<file path="src/rtl/led_scan_controller_if.sv">
// Frame handshake between the game-of-life engine (master) and the LED scan controller (slave).
interface led_scan_controller_if #(
    parameter int N = 8
);
    logic [N*N-1:0] cells_in;
    logic           cells_valid;
    logic           cells_ready;

    modport master (output cells_in, output cells_valid, input  cells_ready);
    modport slave  (input  cells_in, input  cells_valid, output cells_ready);
endinterface

</file>
<file path="src/rtl/led_scan_controller.sv">
// Column-scanning LED matrix controller: lights each column for DWELL cycles, blanks for BLANK cycles,
// and double-buffers frames so the displayed frame only changes at a frame boundary.
module led_scan_controller #(
    parameter int N     = 8,
    parameter int DWELL = 1000,
    parameter int BLANK = 16
) (
    input  logic                 clk,
    input  logic                 rst,
    input  logic                 ena,
    led_scan_controller_if.slave frame_if,
    output logic [$clog2(N):0]   x,
    output logic                 x_ena,
    output logic [N*N-1:0]       cells_out,
    output logic                 frame_done
);
    localparam int XW   = $clog2(N) + 1;
    localparam int CMAX = (DWELL > BLANK) ? DWELL : BLANK;
    localparam int CW   = $clog2(CMAX + 1);

    localparam logic [XW-1:0] X_LAST      = XW'(N - 1);
    localparam logic [CW-1:0] DWELL_LAST  = CW'(DWELL - 1);
    localparam logic [CW-1:0] BLANK_LAST  = (BLANK > 0) ? CW'(BLANK - 1) : '0;

    if (N < 1 || N > 8) begin : g_bad_n
        $error("led_scan_controller: N must be in 1..8");
    end
    if (DWELL < 1) begin : g_bad_dwell
        $error("led_scan_controller: DWELL must be >= 1");
    end
    if (BLANK < 0) begin : g_bad_blank
        $error("led_scan_controller: BLANK must be >= 0");
    end

    typedef enum logic [1:0] {IDLE, SHOW, BLANK_S} state_t;

    state_t         state_q, state_d;
    logic [XW-1:0]  x_q, x_d, x_next;
    logic [CW-1:0]  cnt_q, cnt_d;
    logic           x_ena_q, x_ena_d;
    logic           done_q, done_d;
    logic           boundary;
    logic [N*N-1:0] pending_q, display_q;
    logic           pfull_q;

    always_comb begin
        state_d  = state_q;
        x_d      = x_q;
        cnt_d    = cnt_q;
        boundary = 1'b0;
        x_next   = (x_q == X_LAST) ? '0 : x_q + 1'b1;
        if (!ena) begin
            state_d = IDLE;
            x_d     = '0;
            cnt_d   = '0;
        end else begin
            case (state_q)
                IDLE: begin
                    state_d = SHOW;
                    x_d     = '0;
                    cnt_d   = '0;
                end
                SHOW: begin
                    if (cnt_q == DWELL_LAST) begin
                        cnt_d = '0;
                        if (BLANK > 0) begin
                            state_d = BLANK_S;
                        end else begin
                            x_d      = x_next;
                            boundary = (x_q == X_LAST);
                        end
                    end else begin
                        cnt_d = cnt_q + 1'b1;
                    end
                end
                BLANK_S: begin
                    if (cnt_q == BLANK_LAST) begin
                        state_d  = SHOW;
                        cnt_d    = '0;
                        x_d      = x_next;
                        boundary = (x_q == X_LAST);
                    end else begin
                        cnt_d = cnt_q + 1'b1;
                    end
                end
                default: begin
                    state_d = IDLE;
                    x_d     = '0;
                    cnt_d   = '0;
                end
            endcase
        end
        x_ena_d = (state_d == SHOW);
        // frame_done marks the last cycle of a frame, so it is raised when entering that cycle
        if (BLANK > 0) begin
            done_d = (x_d == X_LAST) && (state_d == BLANK_S) && (cnt_d == BLANK_LAST);
        end else begin
            done_d = (x_d == X_LAST) && (state_d == SHOW) && (cnt_d == DWELL_LAST);
        end
    end

    always_ff @(posedge clk or negedge rst) begin
        if (!rst) begin
            state_q <= IDLE;
            x_q     <= '0;
            cnt_q   <= '0;
            x_ena_q <= 1'b0;
            done_q  <= 1'b0;
        end else begin
            state_q <= state_d;
            x_q     <= x_d;
            cnt_q   <= cnt_d;
            x_ena_q <= x_ena_d;
            done_q  <= done_d;
        end
    end

    // Accept only into an empty pending buffer; commit only from a full one, so the two never collide
    always_ff @(posedge clk or negedge rst) begin
        if (!rst) begin
            pending_q <= '0;
            display_q <= '0;
            pfull_q   <= 1'b0;
        end else if (boundary && pfull_q) begin
            display_q <= pending_q;
            pfull_q   <= 1'b0;
        end else if (frame_if.cells_valid && !pfull_q) begin
            pending_q <= frame_if.cells_in;
            pfull_q   <= 1'b1;
        end
    end

    assign frame_if.cells_ready = ~pfull_q;
    assign x          = x_q;
    assign x_ena      = x_ena_q;
    assign cells_out  = display_q;
    assign frame_done = done_q;
endmodule

</file>
<file path="src/flat_wrapper.sv">
// flat-port wrapper written by rule: the top's interface ports become plain ports
module led_scan_controller_flat 
#(
    parameter int N     = 8,
    parameter int DWELL = 1000,
    parameter int BLANK = 16
)
  (clk, rst, ena, x, x_ena, cells_out, frame_done, frame_if_cells_in, frame_if_cells_valid, frame_if_cells_ready);
  led_scan_controller_if #(.N(N)) frame_if_i ();
  input  logic clk;
  input  logic rst;
  input  logic ena;
  output logic [$clog2(N):0] x;
  output logic x_ena;
  output logic [N*N-1:0] cells_out;
  output logic frame_done;
  input wire logic [$bits(frame_if_i.cells_in)-1:0] frame_if_cells_in;
  input wire logic [$bits(frame_if_i.cells_valid)-1:0] frame_if_cells_valid;
  output wire logic [$bits(frame_if_i.cells_ready)-1:0] frame_if_cells_ready;
  assign frame_if_i.cells_in = frame_if_cells_in;
  assign frame_if_i.cells_valid = frame_if_cells_valid;
  assign frame_if_cells_ready = frame_if_i.cells_ready;
  led_scan_controller #(.N(N), .DWELL(DWELL), .BLANK(BLANK)) u_core (.clk(clk), .rst(rst), .ena(ena), .frame_if(frame_if_i), .x(x), .x_ena(x_ena), .cells_out(cells_out), .frame_done(frame_done));
endmodule
</file>
<file path="config.mk">
export PLATFORM = sky130hd
export DESIGN_NAME = led_scan_controller_flat
export DESIGN_NICKNAME = d
export VERILOG_FILES = /design/src/rtl/led_scan_controller_if.sv /design/src/rtl/led_scan_controller.sv /design/src/flat_wrapper.sv
export SDC_FILE = /design/constraint.sdc
export NUM_CORES = 1
export LEC_CHECK = 0
export CAP_MARGIN = 20
export CORE_MARGIN = 2
export CORE_UTILIZATION = 50
export DETAILED_ROUTE_END_ITERATION = 10
export GPL_ROUTABILITY_DRIVEN = 0
export GPL_TIMING_DRIVEN = 0
export PLACE_DENSITY = 0.81
export REMOVE_ABC_BUFFERS = 1
export SLEW_MARGIN = 0
export SYNTH_ARGS = -nofsm -noshare
export SYNTH_HDL_FRONTEND = slang
export SYNTH_SLANG_ARGS = --single-unit
export TNS_END_PERCENT = 50
</file>
<file path="constraint.sdc">
create_clock -name clk -period 5.6 [get_ports clk]
set_input_delay 0.84 -clock clk [delete_from_list [all_inputs] [get_ports clk]]
set_output_delay 0.84 -clock clk [all_outputs]
set_load 0.05 [all_outputs]
</file>
==> flow_summary.toml, run 1 <==
[detailed_routing]
detail_route.drc_violations = 11
route.vias.total = 3779
final_antenna_net_count = 0
drt_iter0_drc = 208
wire_per_inst_microns = 17.24
firstDrtPassIters = 7
drt-vias-per-instance = 5.422
detail_route.wirelength_microns = 12010

[timing]
fmax_mhz = 389.2
timing.final.crit_share_pct = 45.88
tightest_slew_ps = 827.7
rsz0062_at_grt = "no"
setup_viol = 0
final_critical_path_setup_slack_ps = 3031
setup_tns_ps = 0
skew_ps = 6.673
finalHoldViolations = 0
relSlewSlack_pct = 44.82
final.hold.worst_slack_ps = 417.7
timing_max_transition_violations_final = 0
fin_crit_ps = 2569

[floorplan]
std_cell_rows = 39
io-pin-count = 139
initial_utilization_pct = 51.80
core_area_sq_um = 11520
die_w_microns = 113.2
dieArea_sq_um = 12820
die_height_microns = 113.2

[setup_path]
worstSetupStartpoint = "u_core.pfull_q"
crit-reg2reg-capture = "u_core.frame_done"
r2r.worst_path.cells = 6
crit-reg2reg-launch = "u_core.cnt_q[0]"
crit_required_ps = 4760
worst-r2r-setup-slack_ps = 3080
criticalPathCategory = "reg -> out"
critPathArrivalTime_ps = 1730
worst-path-max-fanout = 4
timing.critical_path.to_type = "output port"
timing.critical_path.from_type = "flop"

[cells_and_area]
finalNetCount = 615
final_cells = 697
finalCoreUtilization_pct = 70.71
drive_gt1_share_pct = 19.49
num_antenna_cells = 0
synthToLayoutAreaGrowth_pct = 36.49

[clocking]
cts_tree = "done"
setup_fix_bufs_post_cts = 0
tritoncts_num_sinks = 147
clkSlewWorstSetupHoldPaths_ps = 60
number_of_buffers_added_to_fix_hold_violations_after_cts = 0
clkLatencyLatePin_ps = 410
clk_tree_root_cell = "clkbuf_16"
tritoncts.num_buffers = 17
htreeDepth = 4
cts_buffer_depth = 2
count_of_cells_resized_by_post_cts_repair = 0

[synthesis]
ys.warnings.count = 0
ys_seq_elements = 147
yosysUniqueCellTypes = 50
ys_top_cells_by_count = "dfrtp_1 (147), mux2_1 (64), mux2_2 (64)"
yosys.area.top_type = "dfrtp_1"
postSynthAreaPerCell_sq_um = 14.91
synth-async-reset-ratio_pct = 100.0
ys_dominant_reg_cell = "dfrtp_1"
synth_edf_count = 0
main_area_contributors_after_synthesis = "dfrtp_1 (62%), mux2_1 (12%), mux2_2 (12%), ha_1 (1.3%), nor2_1 (0.88%)"
netlist_instances = 400
synth_most_common_cell = "dfrtp_1"
yosys.area.top_type_share_pct = 61.66
synth_seq_area_share_pct = 61.66
syn_area_sq_um = 5966

[status]
failing_checks = "DRC"
outcome = "finished, violations left"

[global_route]
global_route.overflow_total = 0
pin_count_of_the_biggest_net_entering_global_routing = 78
grt_antenna_before_repair = 0
track_usage_pct = 20.28
first_pass_grt_wire_length_microns = 20090
first_global_vias = 4072

[power_and_ir_drop]
power-per-cell-area_nw_per_um2 = 311.2
share_seq_of_total_power_pct = 45.6
irDropWorstVdd_mv = 0.2387
p_int_w = 0.001999
power.combinational.fraction_pct = 7.7
pwr-share-clk_pct = 46.7
power_switching_share_pct = 21.13
switching_power_w = 0.0005355
leakage_nw = 3.768

[min_path]
holdCritPathClass = "in -> async"

[placement]
io_buffer_count = 138
dp_hpwl_microns = 8328
dp_cells = 665
post-place-ws_ps = 2593

[run]
timing.max_cap.violations = 0
cell usage in the layout (no fill, tap or decap), types with 3 or more instances in the layout:
cell type and instances:
clkinv_2 3, nor2_1 14, mux2_2 64, clkbuf_16 17, inv_1 8, nand4_1 3
a21o_1 3, nand3_1 7, ha_1 6, clkdlybuf4s50_1 137, a21oi_1 5, xnor2_1 3
xor2_1 4, nand2b_1 3, nor3_1 4, mux2_1 64, clkbuf_8 6, bufinv_16 3
and3_1 3, dfrtp_1 147, nand2_1 4
area by class of cell:
type / count / area, sq um
clock buffer: 24 / 511.7
multi-input combinational: 226 / 2165
tap: 143 / 178.9
clock inverter: 8 / 121.4
fill: 800 / 3373
timing repair buffer: 141 / 1458
sequential: 147 / 3679
inverter: 8 / 30.03
power by group through the flow:
stage               Sequential [W]  Combinational (W)  Clock (W)
floorplan                  0.00117          0.0000851          0
global placement           0.00117           0.000179          0
detailed placement         0.00117           0.000194          0
CTS                        0.00116           0.000198    0.00121
global route               0.00116           0.000213    0.00125
finish                     0.00116           0.000194    0.00118
per-stage QoR:
step                      power (W)  area, sq um
after global placement     0.001348         7425
after global routing       0.002631         8143
after detailed placement   0.001368         7510
after CTS                  0.002560         8143
after floorplan            0.001260         5864
final                      0.002534         8143
routing by layer:
| metal | GRT usage [%] | share of wire (%) |
|---|---|---|
| met1 | 24.08 | 41 |
| met2 | 33.85 | 50 |
| met3 | 7.017 | 7.5 |
| met4 | 8.374 | 1.7 |
| met5 | 0 | 0 |
flip-flops by register name, summed over array words and instances (netlist names):
name and flops:
u_core.cells_out 64, u_core.cnt_q 10, u_core.frame_done 1, u_core.pending_q 64, u_core.pfull_q 1, u_core.state_q 2
u_core.x 4, u_core.x_ena 1
worst max-delay path, cell delays in order, from the launching register on:
cell	delay (ps)
dfrtp_1	440
inv_1	80
clkdlybuf4s50_1	800
worst max-delay path by stage:
| stage | cells after the start | endpoint |
|---|---|---|
| floorplan | 2 | u_core.pending_q[0] |
| global placement | 1 | u_core.cells_out[55] |
| detailed placement | 4 | u_core.cells_out[14] |
| CTS | 2 | frame_if_cells_ready |
| global route | 6 | u_core.frame_done |
| finish | 2 | frame_if_cells_ready |
cells by family (layout without fill, tap and decap cells):
family / count (synthesis) / after routing / share of synthesized area, %
AOI/OAI and AO/OA: 28 / 28 / 3.670
xor gates and xnor gates: 7 / 7 / 1.028
adders and majority gates: 6 / 6 / 1.258
buffers and inverters: 27 / 181 / 2.202
DFF: 147 / 147 / 61.66
muxes: 128 / 128 / 24.16
and+or+nand+nor: 57 / 57 / 6.020
(Power assumes the default switching activity.)
==> run 2, diff against run 1 <==
--- a/config.mk
+++ b/config.mk
@@ -7,11 +7,11 @@
 export LEC_CHECK = 0
 export CAP_MARGIN = 20
 export CORE_MARGIN = 2
-export CORE_UTILIZATION = 50
+export CORE_UTILIZATION = 45
 export DETAILED_ROUTE_END_ITERATION = 10
 export GPL_ROUTABILITY_DRIVEN = 0
 export GPL_TIMING_DRIVEN = 0
-export PLACE_DENSITY = 0.81
+export PLACE_DENSITY = 0.77
 export REMOVE_ABC_BUFFERS = 1
 export SLEW_MARGIN = 0
 export SYNTH_ARGS = -nofsm -noshare
==> constraint.sdc (replaced) <==
create_clock -name clk -period 2.3 [get_ports clk]
set_input_delay 0.345 -clock clk [delete_from_list [all_inputs] [get_ports clk]]
set_output_delay 0.345 -clock clk [all_outputs]
set_load 0.05 [all_outputs]
==> run 2 against run 1 <==
Via count is 0.24% lower. Largest power group is now registers. Sequential share of layout area is 0.31 points lower. Setup slack worse by 2900 ps. The run now ends clean. Critical path depth is 5 higher. First-iteration DRC count is 27% lower. Flip-flop and latch count stayed put.
==> flow_summary.toml, run 2 (synthesis results as in run 1) <==
[cells_and_area]
most_common_cell_after_layout_fill_and_taps_aside = "dfrtp_1"
layout.cells.most_common_list = "dfrtp_1 (146), clkdlybuf4s50_1 (137), mux2_1 (64), mux2_2 (64), clkbuf_16 (17)"
synthToLayoutAreaGrowth_pct = 37.48
num_antenna_cells = 0
finalNetCount = 619
multi_input_comb_area_sq_um = 2208
seq_area_sq_um = 3680
final_cells = 733
finish.instance_area_sq_um = 8202
num-fill-cells = 990
drive_gt1_share_pct = 20.29

[global_route]
first_global_vias = 4040
global_route.overflow_total = 0
first_pass_grt_wire_length_microns = 19890
grt_antenna_before_repair = 0
track_usage_pct = 17.83
pin_count_of_the_biggest_net_entering_global_routing = 80

[power_and_ir_drop]
power-per-cell-area_nw_per_um2 = 731.4
leakage_nw = 3.775
post-layout-total-power_w = 0.005999
irDropWorstVdd_mv = 0.4639

[timing]
rsz0062_at_grt = "no"
final.hold.worst_slack_ps = 481.6
final_critical_path_setup_slack_ps = 127.8
timing_max_transition_violations_final = 0
relSlewSlack_pct = 58.44
skew_ps = 11.01
fin_crit_ps = 2172
setup_viol = 0
finalHoldViolations = 0
tightest_slew_ps = 623.5
timing.final.crit_share_pct = 94.44
fmax_mhz = 460.4

[placement]
post-place-ws_ps = -241.7
dp_cells = 698
io_buffer_count = 138
dp_hpwl_microns = 7825
placedInstanceArea_sq_um = 7543

[detailed_routing]
route.vias.total = 3770
detailroute.wirelength.met2_microns = 6055
drt_iter0_drc = 151
highest_layer = "met4"
wire_per_inst_microns = 16.68
final_antenna_net_count = 0
firstDrtPassIters = 4
wl_met1_microns = 5241
detail_route.drc_violations = 0
detail_route.wirelength_microns = 12230
drt-vias-per-instance = 5.143
metal3_wl_microns = 783

[clocking]
cts_buffer_depth = 2
clk_tree_root_cell = "clkbuf_16"
tritoncts_num_sinks = 147
tritoncts.num_buffers = 17
clkLatencyLatePin_ps = 420
htreeDepth = 4
clkSlewWorstSetupHoldPaths_ps = 60
cts_tree = "done"

[min_path]
hold_path.startpoint = "u_core.cells_out[23]"
holdCritPathClass = "reg -> reg"
holdPathStages = 1

[setup_path]
timing.critical_path.to_type = "flop"
worst-r2r-setup-slack_ps = 130
critPathArrivalTime_ps = 2490
criticalPathCategory = "reg -> reg"
worstSetupStartpoint = "u_core.state_q[0]"
crit-reg2reg-launch = "u_core.state_q[0]"
crit_required_ps = 2620
worst-path-max-fanout = 7
r2r.worst_path.cells = 7
timing.critical_path.from_type = "flop"

[status]
outcome = "finished clean"

[run]
timing.max_cap.violations = 0

[floorplan]
die_height_microns = 119.1
die_w_microns = 119.1
dieArea_sq_um = 14190
core_area_sq_um = 13090
initial_utilization_pct = 45.59
io-pin-count = 139
std_cell_rows = 42
-- run 2: cell types whose count changed in the layout (fill, tap and decap cells not counted), moves of 2 or more --
cell	previous run	this run
clkinv_2	3	6
buf_12	1	3
clkbuf_8	6	1
and4_4	0	2
-- run 2: final cells by class --
cell class	instances	share of cell area, %
clock inverters	11	1.663
well taps	176	2.685
repair buffers	143	18.05
flip-flops and latches	147	44.87
inverters	8	0.3661
multi-input cells	228	26.93
clock buffers	20	5.446
-- run 2: what timing repair did --
action                     CTS  global route
hold buffers                 1             0
setup endpoints to repair   65            37
cloned                       0             2
resized for setup            1             8
buffers inserted             0             1
pin swaps                    1             3
hold endpoints to repair    68             0
-- run 2: metal layers --
layer	vias to the layer above	GRT usage [%]
li1	1724	-
met1	1922	22.11
met2	113	28.48
met3	11	6.561
met4	0	6.920
met5	-	0
-- run 2: path summary, 6_finish.rpt --
kind,end
min in group asynchronous,u_core.pending_q[7]
max in group asynchronous,u_core.pending_q[59]
hold reg to reg,u_core.cells_out[23]
hold / removal,u_core.cells_out[23]
setup reg to reg,u_core.frame_done
setup / recovery,u_core.frame_done
-- run 2: power breakdown --
group	internal (W)	total, W	switching [W]
Sequential	0.00274	0.00281	0.0000756
Combinational	0.000255	0.000465	0.000210
Clock	0.00172	0.00272	0.00101
-- run 2: critical path, stage by stage, from the launching register on --
cell,delay (ps)
dfrtp_2,400
inv_1,90
ha_1,340
nand2_1,180
or4_1,510
a21oi_1,140
nand4_1,140
nor4b_2,290
-- run 2: through the flow --
step           util, %  setup TNS, ps
2_1_floorplan        -        -109030
3_3_place_gp     57.06        -949250
3_5_place_dp     57.65         -13520
4_1_cts          62.19          -5814
5_1_grt          62.68              0
6_report         62.68              0
==> RTL edit 1 (flow settings as in run 2) <==
`BLANK` is set to 16 in 2 places; all go to 32.
--- a/src/rtl/led_scan_controller.sv
+++ b/src/rtl/led_scan_controller.sv
@@ -3,7 +3,7 @@
 module led_scan_controller #(
     parameter int N     = 8,
     parameter int DWELL = 1000,
-    parameter int BLANK = 16
+    parameter int BLANK = 32
 ) (
     input  logic                 clk,
     input  logic                 rst,
--- a/src/flat_wrapper.sv
+++ b/src/flat_wrapper.sv
@@ -3,7 +3,7 @@
 #(
     parameter int N     = 8,
     parameter int DWELL = 1000,
-    parameter int BLANK = 16
+    parameter int BLANK = 32
 )
   (clk, rst, ena, x, x_ena, cells_out, frame_done, frame_if_cells_in, frame_if_cells_valid, frame_if_cells_ready);
   led_scan_controller_if #(.N(N)) frame_if_i ();
Behaviour: no difference found for any inputs over 10 cycles, from zero or initial values and one cycle with rst low; that may be too few to reach the edited logic, so the function may still have changed.
==> RTL edit 1 against run 2 <==
Area after synthesis rose by 1.8%. Sequential cell count did not move. Power fell by 7.7%. Sequential share of layout area fell by 0.55 points. Cell count rose by 0.27%. Setup slack improved by 0.038 ns. Fmax rose by 1.8%. Critical path depth rose by 2. Routed wire length fell by 2.6%. Design area rose by 1.2%. Critical path type unchanged.
==> RTL edit 1: results (changes against run 2) <==
stage	metric	value	unit	change
synth	Yosys cell types	43		was 50
synth	post-synthesis sequential area ratio	0.605		was 0.617
cells_and_area	Net count, final	623		was 619
synth	fraction of registers with async set/reset	1.00		unchanged
timing	Worst Max-Slew Pin Slew	0.639	ns	was 0.623 ns
cells_and_area	Non-Filler Instances	735		was 733
place	post-DP HPWL	8280	um	was 7830 um
synth	synth top area cells	dfrtp_1, mux2_2, mux2_4, ha_1, buf_6		was dfrtp_1, mux2_1, mux2_2, ha_1, nor2_1
clock_tree	htree depth	4		unchanged
synth	syn avg cell area	15.4	um^2	was 14.9 um^2
grt	initial antenna violation count	0		unchanged
power	Lkg Pwr	3.90	nW	was 3.77 nW
worst_setup_path	CP max stage delay	0.40	ns	was 0.51 ns
grt	first-pass GRT wire length	19700	um	was 19900 um
synth	top cells by count, synth	dfrtp_1, mux2_2, mux2_4		was dfrtp_1, mux2_1, mux2_2
timing	Worst Clk Skew	0.00648	ns	was 0.0110 ns
synth	Synth Warn #	0		unchanged
cells_and_area	share of post-route cells with drive strength above 1	0.326		was 0.203
power	Psw	1.14	mW	was 1.29 mW
grt	total track usage	0.176		was 0.178
route	DR vias	3648		was 3770
grt	vias in the first global route	3957		was 4040
power	VDD IR max	0.000454	V	was 0.000464 V
worst_setup_path	slowest stage cell on the critical path	dfrtp_1		was or4_1
worst_setup_path	CP arrival	2.43	ns	was 2.49 ns
route	average routed wire per standard cell	16.2	um	was 16.7 um
place	dpl cell area	0.00773	mm^2	was 0.00754 mm^2
route	1st-iter DRT viols	157		was 151
outcome	status	finished clean		unchanged
==> RTL edit 1: cell count changes after synthesis, moves of 4 or more <==
cell,before,now
buf_4,4,0
mux2_4,0,49
buf_6,1,6
nand2_1,4,10
mux2_2,64,80
mux2_1,64,0
==> RTL edit 1: final cells by class <==
cell class / count / area [um^2]
fillers: 961 / 4890
flip-flops and latches: 147 / 3680
multi-input cells: 220 / 2270
repair buffers: 155 / 1600
clock buffers: 22 / 444
well taps: 176 / 220
clock inverters: 7 / 62.6
inverters: 8 / 30.0
==> RTL edit 1: cells by family after synthesis <==
| logic type | count (synthesis) | synth area share |
|---|---|---|
| AOI/OAI and AO/OA | 15 | 0.0185 |
| adders and majority gates | 6 | 0.0124 |
| DFF | 147 | 0.605 |
| xor gates and xnor gates | 9 | 0.0130 |
| buffers and inverters | 27 | 0.0251 |
| muxes | 129 | 0.269 |
| and+or+nand+nor | 61 | 0.0562 |
==> RTL edit 1: metal layers <==
| metal | track usage | wire [um] |
|---|---|---|
| met2 | 0.285 | 5790 |
| met4 | 0.0691 | 247 |
| met1 | 0.215 | 5100 |
| met3 | 0.0665 | 789 |
| met5 | 0 | 0 |
==> RTL edit 1: what timing repair did <==
item,in CTS,in global routing
endpoints found under the setup margin,65,16
pin swaps,1,0
setup buffers,5,5
endpoints found under the hold margin,68,0
gates resized for setup,4,1
hold buffers,1,0
==> RTL edit 1: power by group through the flow <==
stage	clock, mW	combinational (mW)	sequential [mW]
2_1_floorplan	0	0.137	2.82
3_3_place_gp	0	0.315	2.83
3_5_place_dp	0	0.337	2.84
4_1_cts	2.50	0.342	2.79
5_1_grt	2.60	0.368	2.81
6_report	2.41	0.334	2.79
==> RTL edit 1: stage by stage <==
step / util / total power [mW] / hold slack (ns) / setup slack (ns)
2_1_floorplan: - / 2.96 / 0.0494 / -2.72
3_3_place_gp: 0.573 / 3.14 / 0.483 / -4.78
3_5_place_dp: 0.586 / 3.17 / 0.392 / -0.795
4_1_cts: 0.629 / 5.63 / 0.498 / 0.0421
5_1_grt: 0.629 / 5.78 / 0.515 / 0.0600
6_report: 0.629 / 5.54 / 0.495 / 0.166
==> RTL edit 1: final timing paths <==
check                                       endpoint  slack (ns)  depth (start not counted)                start
worst min register to register   u_core.cells_out[9]        0.50                          1  u_core.pending_q[9]
worst min-delay path             u_core.cells_out[9]        0.50                          1  u_core.pending_q[9]
worst max-delay path            u_core.cells_out[47]        0.17                          9      u_core.cnt_q[1]
max in group asynchronous       u_core.pending_q[13]        0.98                          3                  rst
min in group asynchronous       u_core.cells_out[50]        0.51                          2                  rst
worst max register to register  u_core.cells_out[47]        0.17                          9      u_core.cnt_q[1]
==> RTL edit 2 (settings of run 2) <==
Without the edit above. The 3 states of `state_t` get a one-hot encoding in 3 bits.
--- a/src/rtl/led_scan_controller.sv
+++ b/src/rtl/led_scan_controller.sv
@@ -32,7 +32,7 @@
         $error("led_scan_controller: BLANK must be >= 0");
     end
 
-    typedef enum logic [1:0] {IDLE, SHOW, BLANK_S} state_t;
+    typedef enum logic [2:0] {IDLE = 3'b001, SHOW = 3'b010, BLANK_S = 3'b100} state_t;
 
     state_t         state_q, state_d;
     logic [XW-1:0]  x_q, x_d, x_next;
Formal check against the unedited RTL: no difference found for any inputs over 10 cycles, from zero or initial values and one cycle with rst low; not proved beyond that.
==> RTL edit 2 against run 2 <==
Area after synthesis up 0.67%. Power down 4.2%. Cell count decreased by 1.1%. Setup slack worse by 0.040 ns. Design area grew 1.2%. Sequential cell count up 1. Routed wire length fell by 1.8%. Critical path type unchanged.
==> RTL edit 2: results (changes against run 2) <==
stage	metric	value	unit	change
grt	first-pass GRT wire length	20100	um	was 19900 um
outcome	status	finished clean		unchanged
synth	Synth Warn #	0		unchanged
place	IO buf count	138		unchanged
worst_setup_path	crit-path max FO	13		was 7
cells_and_area	share of post-route cells with drive strength above 1	0.337		was 0.203
synth	syn avg cell area	15.8	um^2	was 14.9 um^2
route	1st-iter DRT viols	178		was 151
grt	largest net degree at the start of global routing	76		was 80
synth	post-synthesis sequential area ratio	0.617		about the same
cells_and_area	Non-Filler Instances	725		was 733
clock_tree	Longest Clk Path Bufs	2		unchanged
power	Lkg Pwr	3.84	nW	was 3.77 nW
synth	top cells by count, synth	dfrtp_1, mux2_2, mux2_4		was dfrtp_1, mux2_1, mux2_2
power	VDD IR max	0.000491	V	was 0.000464 V
synth	synth top area cells	dfrtp_1, mux2_2, mux2_4, buf_6, nor2_1		was dfrtp_1, mux2_1, mux2_2, ha_1, nor2_1
min_path	Hold WC Path Type	reg2reg		unchanged
cells_and_area	Net count, final	606		was 619
route	DR vias/cell	4.96		was 5.14
synth	fraction of registers with async set/reset	1.00		unchanged
grt	vias in the first global route	3994		was 4040
clock_tree	Skew-Pair Late Insertion Delay	0.42	ns	about the same
place	post-DP HPWL	8090	um	was 7830 um
route	routed wire length	12000	um	was 12200 um
cells_and_area	Area Overhead vs Synth	38.2	%	was 37.5%
power	Internal	4.57	mW	was 4.71 mW
cells_and_area	Antenna diodes	0		unchanged
timing	Worst Max-Slew Pin Slew	0.685	ns	was 0.623 ns
clock_tree	CTS clk-pin slew, worst paths	0.05	ns	
timing	Worst Clk Skew	0.00888	ns	was 0.0110 ns
worst_setup_path	CP arrival	2.51	ns	was 2.49 ns
cells_and_area	Fillers	998		was 990
grt	initial antenna violation count	0		unchanged
grt	total track usage	0.180		was 0.178
route	Initial DRT Pass Iterations	4		unchanged
synth	Yosys cell types	41		was 50
clock_tree	CTS Buf Count	17		unchanged
clock_tree	htree depth	4		unchanged
clock_tree	clock root cell	clkbuf_16		unchanged
place	post-placement cell count	684		was 698
==> RTL edit 2: cell types whose count changed in the layout (fill, tap and decap cells not counted), moves of 4 or more <==
| cell | delta |
|---|---|
| buf_4 | +8 |
| mux2_4 | +49 |
| o21a_1 | +5 |
| mux2_2 | +15 |
| ha_1 | -4 |
| buf_8 | +5 |
| mux2_1 | -64 |
| clkbuf_1 | +5 |
==> RTL edit 2: area by class of cell <==
type	instances	area share
clock buffer	28	0.0610
sequential	148	0.447
multi-input combinational	209	0.266
tap	176	0.0265
timing repair buffer	155	0.192
clock inverter	4	0.00543
inverter	5	0.00226
==> RTL edit 2: path summary, 6_finish.rpt <==
| path | start | end | slack (ns) | cells after the start |
|---|---|---|---|---|
| max | u_core.state_q[1] | u_core.cells_out[5] | 0.09 | 8 |
| max reg2reg | u_core.state_q[1] | u_core.cells_out[5] | 0.09 | 8 |
| max in group asynchronous | rst | u_core.pending_q[31] | 1.00 | 3 |
| min reg2reg | u_core.pending_q[46] | u_core.cells_out[46] | 0.50 | 1 |
| min in group asynchronous | rst | u_core.pending_q[49] | 0.52 | 2 |
| min | u_core.pending_q[46] | u_core.cells_out[46] | 0.50 | 1 |
==> RTL edit 2: logic make-up after synthesis <==
family,Yosys count,synth area share
flops,148,0.617
mux,128,0.271
simple gates,52,0.0510
buf+inv,22,0.0221
compound gates,19,0.0235
xor+xnor,8,0.0117
fa+ha+maj,2,0.00417
==> RTL edit 2: metrics by stage <==
step           instance area [um^2]   TNS, ns  setup WS [ns]
2_1_floorplan                  5890   -270.62          -2.68
3_3_place_gp                   7490  -1215.35          -4.76
3_5_place_dp                   7640    -38.56         -0.842
4_1_cts                        8260         0         0.0226
5_1_grt                        8300    -0.119        -0.0181
6_report                       8300         0         0.0873
==> RTL edit 2: metal layers <==
metal | part of all wire | track usage | wire length (um)
met1 | 0.42 | 0.222 | 5000
met2 | 0.51 | 0.294 | 6130
met4 | 0.011 | 0.0515 | 129
met5 | 0 | 0 | 0
met3 | 0.062 | 0.0713 | 742
==> RTL edit 2: critical path, stage by stage (launching register included) <==
cell and delay, ns:
dfrtp_1 0.42, nor3b_2 0.35, nand2_2 0.14, nor2_4 0.12, nand4_1 0.21, buf_4 0.23
buf_8 0.15, buf_8 0.16, mux2_4 0.30
==> RTL edit 2: power by group through the flow <==
stage                     Clock [mW]  Sequential, mW  Combinational, mW
after floorplan                    0            2.85              0.148
after global placement             0            2.85              0.333
after detailed placement           0            2.87              0.355
after CTS                       2.64            2.82              0.360
after global routing            2.76            2.84              0.387
final                           2.58            2.82              0.351
==> RTL edit 2: repair_timing <==
action	4_1_cts	5_1_grt
setup endpoints to repair	65	26
gates cloned	0	0
setup buffers	5	3
pin swaps	2	3
resized for setup	4	6
hold buffers	1	0
hold endpoints to repair	72	0
